**src/rtl/game_pkg.sv**
```systemverilog
// Shared definitions for the stacking-game sequencer: play states, default
// tuning values and a saturating 4-digit BCD increment.
package game_pkg;

  typedef enum logic [2:0] {
    S_IDLE   = 3'd0,
    S_CLEAR  = 3'd1,
    S_SPAWN  = 3'd2,
    S_FALL   = 3'd3,
    S_PAUSED = 3'd4,
    S_LANDED = 3'd5,
    S_OVER   = 3'd6
  } state_e;

  localparam logic [9:0] MAX_HEIGHT_DEF = 10'd400;
  localparam logic [1:0] LIVES_DEF      = 2'd3;
  localparam int         LEVEL_STEP_DEF = 5;
  localparam logic [2:0] MAX_LEVEL_DEF  = 3'd7;

  // Ripple a +1 through four BCD digits; 9999 is sticky.
  function automatic logic [15:0] bcd_inc(input logic [15:0] v);
    logic [15:0] r;
    logic        carry;
    r     = v;
    carry = 1'b1;
    if (v != 16'h9999) begin
      for (int i = 0; i < 4; i++) begin
        if (carry) begin
          if (r[4*i +: 4] == 4'd9) begin
            r[4*i +: 4] = 4'd0;
          end else begin
            r[4*i +: 4] = r[4*i +: 4] + 4'd1;
            carry       = 1'b0;
          end
        end
      end
    end
    return r;
  endfunction

endpackage

```
**src/rtl/btn_edge.sv**
```systemverilog
// Two-flop synchroniser for a raw button followed by a registered rising-edge
// detector; a held button yields one pulse, three clocks after the press.
module btn_edge (
  input  logic clk_i,
  input  logic rst_ni,
  input  logic btn_i,
  output logic pulse_o
);

  logic sync1_q, sync2_q, prev_q, pulse_q;

  always_ff @(posedge clk_i or negedge rst_ni) begin
    if (!rst_ni) begin
      sync1_q <= 1'b0;
      sync2_q <= 1'b0;
      prev_q  <= 1'b0;
      pulse_q <= 1'b0;
    end else begin
      sync1_q <= btn_i;
      sync2_q <= sync1_q;
      prev_q  <= sync2_q;
      pulse_q <= sync2_q & ~prev_q;
    end
  end

  assign pulse_o = pulse_q;

endmodule

```
**src/rtl/game_ctrl.sv**
```systemverilog
// Play sequencer for the stacking game: owns the play FSM, paces the falling
// item with step pulses and keeps BCD score, level and lives.
module game_ctrl
  import game_pkg::*;
#(
  parameter logic [9:0] MAX_HEIGHT = MAX_HEIGHT_DEF,
  parameter logic [1:0] LIVES      = LIVES_DEF,
  parameter int         LEVEL_STEP = LEVEL_STEP_DEF,
  parameter logic [2:0] MAX_LEVEL  = MAX_LEVEL_DEF
) (
  input  logic        clk_i,
  input  logic        rst_ni,
  input  logic        start_btn_i,
  input  logic        pause_btn_i,
  input  logic        fall_tick_i,
  input  logic        collision_i,
  input  logic        miss_i,
  input  logic [9:0]  stack_height_i,
  output logic        run_en_o,
  output logic        step_o,
  output logic        spawn_o,
  output logic        clear_o,
  output logic [2:0]  state_o,
  output logic [15:0] score_o,
  output logic [2:0]  level_o,
  output logic [1:0]  lives_o,
  output logic        game_over_o
);

  localparam int CW = $clog2(LEVEL_STEP + 1);

  logic start_pe, pause_pe;

  btn_edge u_start_edge (
    .clk_i   (clk_i),
    .rst_ni  (rst_ni),
    .btn_i   (start_btn_i),
    .pulse_o (start_pe)
  );

  btn_edge u_pause_edge (
    .clk_i   (clk_i),
    .rst_ni  (rst_ni),
    .btn_i   (pause_btn_i),
    .pulse_o (pause_pe)
  );

  state_e          state_q, state_d;
  logic [2:0]      div_q, div_d;
  logic [CW-1:0]   catch_q, catch_d;
  logic [15:0]     score_q, score_d;
  logic [2:0]      level_q, level_d;
  logic [1:0]      lives_q, lives_d;
  logic            step_d;
  logic            run_en_q, step_q, spawn_q, clear_q, game_over_q;

  always_comb begin
    state_d = state_q;
    div_d   = div_q;
    catch_d = catch_q;
    score_d = score_q;
    level_d = level_q;
    lives_d = lives_q;
    step_d  = 1'b0;
    case (state_q)
      S_IDLE: begin
        if (start_pe) state_d = S_CLEAR;
      end
      S_CLEAR: begin
        score_d = '0;
        level_d = '0;
        lives_d = LIVES;
        catch_d = '0;
        state_d = S_SPAWN;
      end
      S_SPAWN: begin
        div_d   = '0;
        state_d = S_FALL;
      end
      S_FALL: begin
        if (start_pe) begin
          state_d = S_CLEAR;
        end else if (pause_pe) begin
          state_d = S_PAUSED;
        end else if (collision_i) begin
          state_d = S_LANDED;
        end else if (miss_i) begin
          if (lives_q <= 2'd1) begin
            lives_d = '0;
            state_d = S_OVER;
          end else begin
            lives_d = lives_q - 2'd1;
            state_d = S_SPAWN;
          end
        end else if (fall_tick_i) begin
          // Higher levels shorten the tick count between steps.
          if (div_q == (MAX_LEVEL - level_q)) begin
            step_d = 1'b1;
            div_d  = '0;
          end else begin
            div_d = div_q + 3'd1;
          end
        end
      end
      S_PAUSED: begin
        if (start_pe)      state_d = S_CLEAR;
        else if (pause_pe) state_d = S_FALL;
      end
      S_LANDED: begin
        score_d = bcd_inc(score_q);
        if (catch_q == CW'(LEVEL_STEP - 1)) begin
          catch_d = '0;
          if (level_q != MAX_LEVEL) level_d = level_q + 3'd1;
        end else begin
          catch_d = catch_q + CW'(1);
        end
        state_d = (stack_height_i >= MAX_HEIGHT) ? S_OVER : S_SPAWN;
      end
      S_OVER: begin
        if (start_pe) state_d = S_CLEAR;
      end
      default: state_d = S_IDLE;
    endcase
  end

  // Status flags are registered from the next state so they line up with state_o.
  always_ff @(posedge clk_i or negedge rst_ni) begin
    if (!rst_ni) begin
      state_q     <= S_IDLE;
      div_q       <= '0;
      catch_q     <= '0;
      score_q     <= '0;
      level_q     <= '0;
      lives_q     <= '0;
      run_en_q    <= 1'b0;
      step_q      <= 1'b0;
      spawn_q     <= 1'b0;
      clear_q     <= 1'b0;
      game_over_q <= 1'b0;
    end else begin
      state_q     <= state_d;
      div_q       <= div_d;
      catch_q     <= catch_d;
      score_q     <= score_d;
      level_q     <= level_d;
      lives_q     <= lives_d;
      run_en_q    <= (state_d == S_FALL);
      step_q      <= step_d;
      spawn_q     <= (state_d == S_SPAWN);
      clear_q     <= (state_d == S_CLEAR);
      game_over_q <= (state_d == S_OVER);
    end
  end

  assign state_o     = state_q;
  assign run_en_o    = run_en_q;
  assign step_o      = step_q;
  assign spawn_o     = spawn_q;
  assign clear_o     = clear_q;
  assign score_o     = score_q;
  assign level_o     = level_q;
  assign lives_o     = lives_q;
  assign game_over_o = game_over_q;

endmodule
```
**config.mk**
```make
export PLATFORM = sky130hd
export DESIGN_NAME = game_ctrl
export DESIGN_NICKNAME = d
export VERILOG_FILES = /design/src/rtl/game_pkg.sv /design/src/rtl/btn_edge.sv /design/src/rtl/game_ctrl.sv
export SDC_FILE = /design/constraint.sdc
export NUM_CORES = 1
export LEC_CHECK = 0
export BUFFER_PORTS_ARGS = -buffer_cell sky130_fd_sc_hd__buf_2
export CORE_UTILIZATION = 43
export CTS_BUF_LIST = sky130_fd_sc_hd__clkbuf_16
export DETAILED_ROUTE_END_ITERATION = 8
export HOLD_SLACK_MARGIN = 0.02
export PLACE_DENSITY = 0.65
export SYNTH_ARGS = -nofsm -noshare
export SYNTH_HDL_FRONTEND = slang
export SYNTH_SLANG_ARGS = --single-unit
```
**constraint.sdc**
```tcl
create_clock -name clk_i -period 4.45 [get_ports clk_i]
set_clock_uncertainty 0.15 [all_clocks]
set_input_delay 0.2225 -clock clk_i [delete_from_list [all_inputs] [get_ports clk_i]]
set_output_delay 0.2225 -clock clk_i [all_outputs]
set_load 0.05 [all_outputs]
```
# Word level (Yosys, flattened, before mapping)
# Index checks and enable logic that the tools add are counted.
[totals]
memories = 0
ff_bits = 43
latch_bits = 0
ramBits = 0
romBits = 0
output_inout_bits = 29
wordCells = 134
[classes]
n_shift = 0
n_mux = 55
addsub = 9
bitwise = 4
n_div = 0
eq_ne = 30
reduce_logical = 12
n_mul = 0
n_lt_le_gt_ge = 2
[op_table]
columns = ["cell", "count"]
rows = [
  ["$mux W3", 18],
  ["$pmux W16 S2", 1],
  ["$mux W4", 7],
  ["$ne A2 B2 Y1 const B", 12],
  ["$mux W1", 18],
  ["$pmux W3 S2", 3],
  ["$pmux W3 S6", 1],
  ["$add A4 B1 Y4 const B", 4],
  ["$eq A4 B4 Y1 const B", 4],
  ["$mux W16", 1],
  ["$ne A16 B16 Y1 const B", 1],
  ["$eq A3 B3 Y1 const B", 5],
  ["$eq A3 B2 Y1 const B", 4],
  ["$reduce_and A3 Y1", 4],
  ["$ge A10 B9 Y1 const B", 1],
  ["$mux W2", 5],
  ["$add A3 B1 Y3 const B", 3],
  ["$eq A3 B1 Y1 const B", 2],
  ["$reduce_and A6 Y1", 1],
  ["$reduce_bool A2 Y1", 3],
  ["$reduce_and A5 Y1", 1],
  ["$pmux W2 S2", 1],
  ["$eq A3 B3 Y1", 1],
  ["$logic_not A3 Y1", 1],
  ["8 further kinds", 10],
]

# Logic depth before layout (Yosys ltp)
# Gate-level depths: netlist (run 1).
[logic_depth]
depth_word = 13
ltp_mapped = 6
depth_no_buf = 6

# Cells and area by module
# Synthesis (run 1) repeated with hierarchy kept, for this count alone.
[unflattened]
hier_cells = 212
hier_area_um2 = 2255.9
[by_module_without_submodules]
columns = ["module", "cells_each", "instances", "area_per_inst_um2", "seq_area_each_um2"]
rows = [
  ["game_ctrl", 202, 1, 2028.2, 875.8],
  ["btn_edge", 5, 2, 113.9, 100.1],
]

# Worst setup path after synthesis (run 1)
# Ideal clock, no wire load.
[synth_timing]
path_type = "register -> register"
from = "reg score_q[13], in the netlist score_o[13]"
to = "reg score_q[4], in the netlist score_o[4]"
stages_incl_launch_ff = 7
n_path_buf = 0
setup_time_ns = 0.128
setup_slack_ns = 2.322
period_less_slack_ns = 2.128
arrival_ns = 1.851
cell_sequence = "dfrtp_1 inv_1 ha_1 and4b_2 a41oi_4 nand2_2 mux2_1"
[synth_between]
elab_chain_len = 3
[synth_lines]
columns = ["element", "line_no", "text"]
rows = [
  ["start: declaration", "game_ctrl.sv:51", "logic [15:0] score_q, score_d;"],
  ["start signal: assignment", "game_ctrl.sv:144", "score_q <= score_d;"],
  ["$ne A16 B16 Y1", "game_pkg.sv:26", "if (v != 16'h9999) begin"],
  ["$ne A2 B2 Y1 (no line)", "--", ""],
  ["$reduce_and A3 Y1 (no line)", "--", ""],
]
# No other way between the ends.
# A chain may end at the register's enable or synchronous reset.

# Worst setup path after layout (run 1)
[layout_timing]
from = "reg state_q[2], in the netlist state_o[2]"
to = "reg score_q[7], in the netlist score_o[7]"
[layout_between]
elab_chain_len = 3
elab_cells_between_ends = 7
[layout_lines]
columns = ["element", "line_no", "text"]
rows = [
  ["start: declaration", "game_ctrl.sv:48", "state_e state_q, state_d;"],
  ["start signal: assignment", "game_ctrl.sv:141", "state_q <= state_d;"],
  ["$eq A3 B3 Y1 / $eq A3 B1 Y1 (equally long branches)", "game_ctrl.sv:65", "case (state_q)"],
  ["$ne A2 B2 Y1 (no line) / $reduce_bool A2 Y1 (equally long branches)", "--", ""],
  ["$reduce_and A3 Y1 (no line)", "--", ""],
]
# Several ways; a longest one is shown, not always the timed one.

==> flow_summary.toml, run 1 <==
[logic_synthesis]
synthSimpleGateAreaFrac = 0.205
synth_nets = 248
yosys.cell_count.top_type = "dfrtp_1"
syn_inst = 218
ys_seq_area_frac = 0.460
synth_enable_flop_cells = 0
synth_warnings = 0
synth-main-ff-cell = "dfrtp_1"
ys_types = 56
synth_top_family_by_area = "simple AND/OR/NAND/NOR gates"
synth_top_cell_area_share = 0.460
ys_async_sr_fraction = 1.00
synth_compound_area_frac = 0.198
synthMuxAreaShare = 0.0182
synthXorXnorAreaFrac = 0.0112
syn_area_per_cell_sq_um = 10.7
synth_seq_cells = 43
synth_adder_area_share = 0.0695
netlist_area_sq_um = 2340
yosys-top-cells-area = "dfrtp_1 46%, ha_1 7.0%, o21ai_0 3.2%"
yosysTopAreaCell = "dfrtp_1"
synth_commonest_cells = "43 x dfrtp_1, 15 x o21ai_0, 14 x nand2_1"

[global_routing]
grt_busiest_layer = "met2"
grt_max_degree = 44
grt_pass1_vias = 1672
met3_usage = 0.0489
grtUsageMet1 = 0.241
track_usage = 0.180
overflow = 0
gr-usage-met2 = 0.281
antenna_found_initial = 0
grt_first_pass_wirelength_um = 7800

[route]
drt_pre_antenna_iters = 4
routed_wl_um = 4580
vias = 1823
wl_per_cell_um = 13.7
via_per_inst = 5.44
drc = 0
ant_nets = 0
drtIter0Drc = 92

[clock_tree]
clk_latency_ns = 0.28
cts_hold_buffers = 3
cts_tree = "yes"
clock_path_buffers = 2
postCtsSetupRepairBufs = 0
h-tree-depth = 2
cts_resized = 0
cts_buffers = 5
path_clk_slew_ns = 0.06
cts_root_buffer = "clkbuf_16"
clock_sinks = 43

[floorplanning]
ios = 46
rows = 26
start_util = 0.452
core_area_sq_um = 5170
die_h_um = 75.8
die-area_sq_um = 5740
die_x_um = 75.8

[finish]
final_cells = 335
nets = 294
multi_input_area_sq_um = 1170
nFillCells = 488
drive_gt1_frac = 0.257
design_area_sq_um = 2800
diodes = 0
syn2layout_area_growth_pct = 19.5
fin_util = 0.540
register_area_sq_um = 1080

[status]
status = "finished, final reports clean"

[placement]
dp.cells = 324
gp_congestion = 0.751
port_buffers = 41
dp_hpwl_um = 3300
placed_area_sq_um = 2600

[critical_path]
cpMaxStageDelayCell = "dfrtp_1"
crit_type = "reg -> reg"
start_kind = "register"
cpPeakStageDelay_ns = 0.69
endpoint_kind = "register"
path_max_fanout = 17
crit_required_ns = 4.51
cp.arrival_ns = 2.10
crit_chain = "and3b_1, o21ai_0, a31o_2, a31oi_1"

[timing]
max_freq_mhz = 490
finalCritPeriodShare = 0.459
slew_violations = 0
grt_setup_unrepaired = "false"
final.min_clock_period_ns = 2.04
tns_ns = 0
hold_viol = 0
worst_pin_slew_ns = 0.952
relSlewSlack = 0.365
setup_viol = 0

[worst_hold_path]
worstHoldPathType = "reg -> reg"

[pwr]
leakage_nw = 1.31
power-per-cell-area_nw_per_um2 = 555
vdd_drop_max_uv = 314

[run]
cap_violations = 0
[flip-flops by register name, indices dropped and copies added (netlist names), 2 cells and up]
| name | cells |
|---|---|
| score_o | 16 |
| catch_q | 3 |
| div_q | 3 |
| level_o | 3 |
| state_o | 3 |
| lives_o | 2 |
[where the power goes]
group | total (W) | switching, W | internal (W) | leakage (nW)
clock | 0.000417 | 0.000152 | 0.000265 | 0.0838
combinational | 0.000587 | 0.000402 | 0.000185 | 0.666
sequential | 0.000548 | 0.0000916 | 0.000457 | 0.562
total | 0.00155 | 0.000646 | 0.000906 | 1.31
[kinds of logic (layout without fill, tap and decap cells)]
group | after synthesis | in the layout
simple gates | 74 | 74
mux | 4 | 4
fa+ha+maj | 13 | 13
buf+inv | 19 | 66
compound gates | 62 | 62
flops | 43 | 43
xor+xnor | 3 | 3
[cells in the final DEF, fill, tap and decap left out, drive strengths merged, types with 2 or more instances in the layout]
cell type	n
xor2	3
mux2	2
nor4	3
or2	2
a21o	3
a21oi	12
nor3b	2
and3b	4
nand4	3
nand2	15
clkbuf	5
inv	14
and2b	2
nor2	7
nand3	5
o22ai	3
clkinv	2
o211ai	5
a31oi	7
mux2i	2
dlygate4sd3	3
a31o	2
and2	3
nor3	5
ha	13
or3	2
a41oi	4
nor4b	2
nand3b	7
buf	41
nand2b	4
nor2b	4
o21ai	15
o31ai	3
a22oi	2
dfrtp	43
[per-layer routing]
layer / wire length, um / vias to the layer above / share of wire
met5: 0 / - / 0
met4: 57 / 0 / 0.012
met3: 162 / 7 / 0.035
met2: 2110 / 34 / 0.46
met1: 2250 / 881 / 0.49
li1: - / 901 / -
[path summary, 6_finish.rpt]
check                                startpoint              endpoint  slack [ns]  depth (start not counted)
min in group asynchronous                rst_ni           score_o[13]        0.47                          2
max                                  state_o[2]            score_o[7]        2.41                          4
max in group asynchronous                rst_ni            catch_q[0]        3.08                          2
min reg2reg                u_pause_edge.sync1_q  u_pause_edge.sync2_q        0.20                          0
max reg2reg                          state_o[2]            score_o[7]        2.41                          4
min                        u_pause_edge.sync1_q  u_pause_edge.sync2_q        0.20                          0
[through the flow]
stage               setup WS (ns)  power [W]  hold slack, ns
floorplan                    2.32    0.00102          -0.223
global placement             2.41    0.00113           0.180
detailed placement           2.43    0.00115           0.183
CTS                          2.41    0.00157           0.201
global route                 2.26    0.00165           0.207
finish                       2.41    0.00155           0.198
[final cells by class]
cell class	instances	share of cell area
Clock buffer	5	0.0448
Clock inverter	3	0.0157
Inverter	14	0.0188
Multi-Input combinational cell	156	0.420
Sequential cell	43	0.385
Tap cell	70	0.0313
Timing Repair Buffer	44	0.0842
[critical path: cells and delay by family (launching register included)]
kind            cells  cell delay (ns)
flops               1             0.69
compound gates      3             0.60
simple gates        1             0.52
Note: power is estimated with default switching activity, not from simulation.
==> inputs of run 2 (changes only) <==
==> constraint.sdc (replaced) <==
create_clock -name clk_i -period 1.9 [get_ports clk_i]
set_clock_uncertainty 0.15 [all_clocks]
set_input_delay 0.095 -clock clk_i [delete_from_list [all_inputs] [get_ports clk_i]]
set_output_delay 0.095 -clock clk_i [all_outputs]
set_load 0.05 [all_outputs]
==> run 2 against run 1 <==
Against the previous run:
- sequential power grew 130%
- critical path type unchanged
- cell area grew 4.4%
- final cell count grew 4.5%
- critical path depth grew 1
- largest power group unchanged
==> flow_summary.toml, run 2 (synthesis results as in run 1) <==
[timing]
worst_pin_slew_ns = 0.550
grt_setup_unrepaired = "false"
hold_viol = 0
finalCritPeriodShare = 0.960
relSlewSlack = 0.633
worst_slack_ns = 0.0752
final.min_clock_period_ns = 1.82
slew_violations = 0
max_freq_mhz = 548
setup_viol = 0

[finish]
fin_util = 0.564
final_cell_mix = "41 x buf_2, 31 x dfrtp_1, 15 x o21ai_0, 15 x buf_4, 14 x nand2_1"
design_area_sq_um = 2920
syn2layout_area_growth_pct = 24.8
register_area_sq_um = 1090
final_cells = 350
multi_input_area_sq_um = 1190
nets = 309
nFillCells = 456
diodes = 0
drive_gt1_frac = 0.361
largest_register_ffs = 16
final_common_cell = "buf_2"

[placement]
port_buffers = 41
dpl_worst_slack_ns = 0.0481
gp_congestion = 0.816
placed_area_sq_um = 2730
dp_hpwl_um = 3460
dp.cells = 339

[critical_path]
endpoint_kind = "register"
crit_required_ns = 1.91
cp.arrival_ns = 1.84
crit_type = "reg -> reg"
start_kind = "register"
path_max_fanout = 6

[floorplanning]
core_area_sq_um = 5170
start_util = 0.452
die_h_um = 75.8
die_x_um = 75.8
ios = 46
rows = 26
die-area_sq_um = 5740

[route]
via_per_inst = 5.24
drt_pre_antenna_iters = 4
wl_per_cell_um = 13.4
vias = 1835
drc = 0
ant_nets = 0
routed_wl_um = 4680
drtIter0Drc = 65

[global_routing]
grt_max_degree = 44
track_usage = 0.184
antenna_found_initial = 0
overflow = 0
grt_first_pass_wirelength_um = 7910
grt_pass1_vias = 1731

[pwr]
leakage_nw = 1.36
power.total_w = 0.00364
power-per-cell-area_nw_per_um2 = 1250
vdd_drop_max_uv = 673

[clock_tree]
cts_tree = "yes"
clk_latency_ns = 0.28
clock_path_buffers = 2
path_clk_slew_ns = 0.06
postCtsSetupRepairBufs = 0
cts_buffers = 5
clock_sinks = 43
h-tree-depth = 2
cts_root_buffer = "clkbuf_16"

[worst_hold_path]
worstHoldPathType = "in -> reg"

[run]
cap_violations = 0

[status]
status = "finished, final reports clean"
## run 2: layer usage
| metal | track usage | vias up | routed length [um] | share of wire |
|---|---|---|---|---|
| met1 | 0.265 | 862 | 2410 | 0.52 |
| met2 | 0.278 | 34 | 2060 | 0.44 |
| met3 | 0.0384 | 5 | 165 | 0.035 |
| met5 | 0 | - | 0 | 0 |
| met4 | 0.0556 | 0 | 40 | 0.0086 |
| li1 | - | 934 | - | - |
## run 2: cell type report
cell class / instances / area share
repair buffers: 59 / 0.119
flip-flops and latches: 43 / 0.374
clock inverters: 3 / 0.00857
well taps: 70 / 0.0300
inverters: 14 / 0.0180
clock buffers: 5 / 0.0429
multi-input cells: 156 / 0.408
## run 2: power by group
group          total (W)  switching [W]  internal (W)
Combinational    0.00152       0.000994      0.000522
Sequential       0.00128       0.000197       0.00108
Clock           0.000848       0.000357      0.000491
## run 2: worst paths after layout
path / start / endpoint / slack, ns / cells past startpoint
min in group asynchronous: rst_ni / score_o[9] / 0.25 / 3
max in group asynchronous: rst_ni / score_o[1] / 0.92 / 3
min: miss_i / lives_o[1] / 0.08 / 4
max: score_o[4] / score_o[5] / 0.08 / 5
min reg2reg: u_start_edge.sync1_q / u_start_edge.sync2_q / 0.20 / 0
max reg2reg: score_o[4] / score_o[5] / 0.08 / 5
## run 2: what timing repair did
item | in CTS | in global routing
gates resized for setup | 0 | 3
endpoints found under the hold margin | 45 | 0
hold buffers | 3 | 0
setup endpoints to repair | 0 | 5
## run 2: critical path, cell delays in order (launching register included)
cell	delay [ns]
dfrtp_2	0.44
ha_1	0.22
and3b_2	0.25
a41oi_4	0.23
nand2_2	0.10
mux2_1	0.31
## run 2: stage by stage
stage / setup TNS, ns / hold slack [ns]
after global routing: 0 / 0.123
final: 0 / 0.0826
after floorplan: -0.0894 / -0.351
after CTS: 0 / 0.0839
after global placement: 0 / 0.0500
after detailed placement: 0 / 0.0543
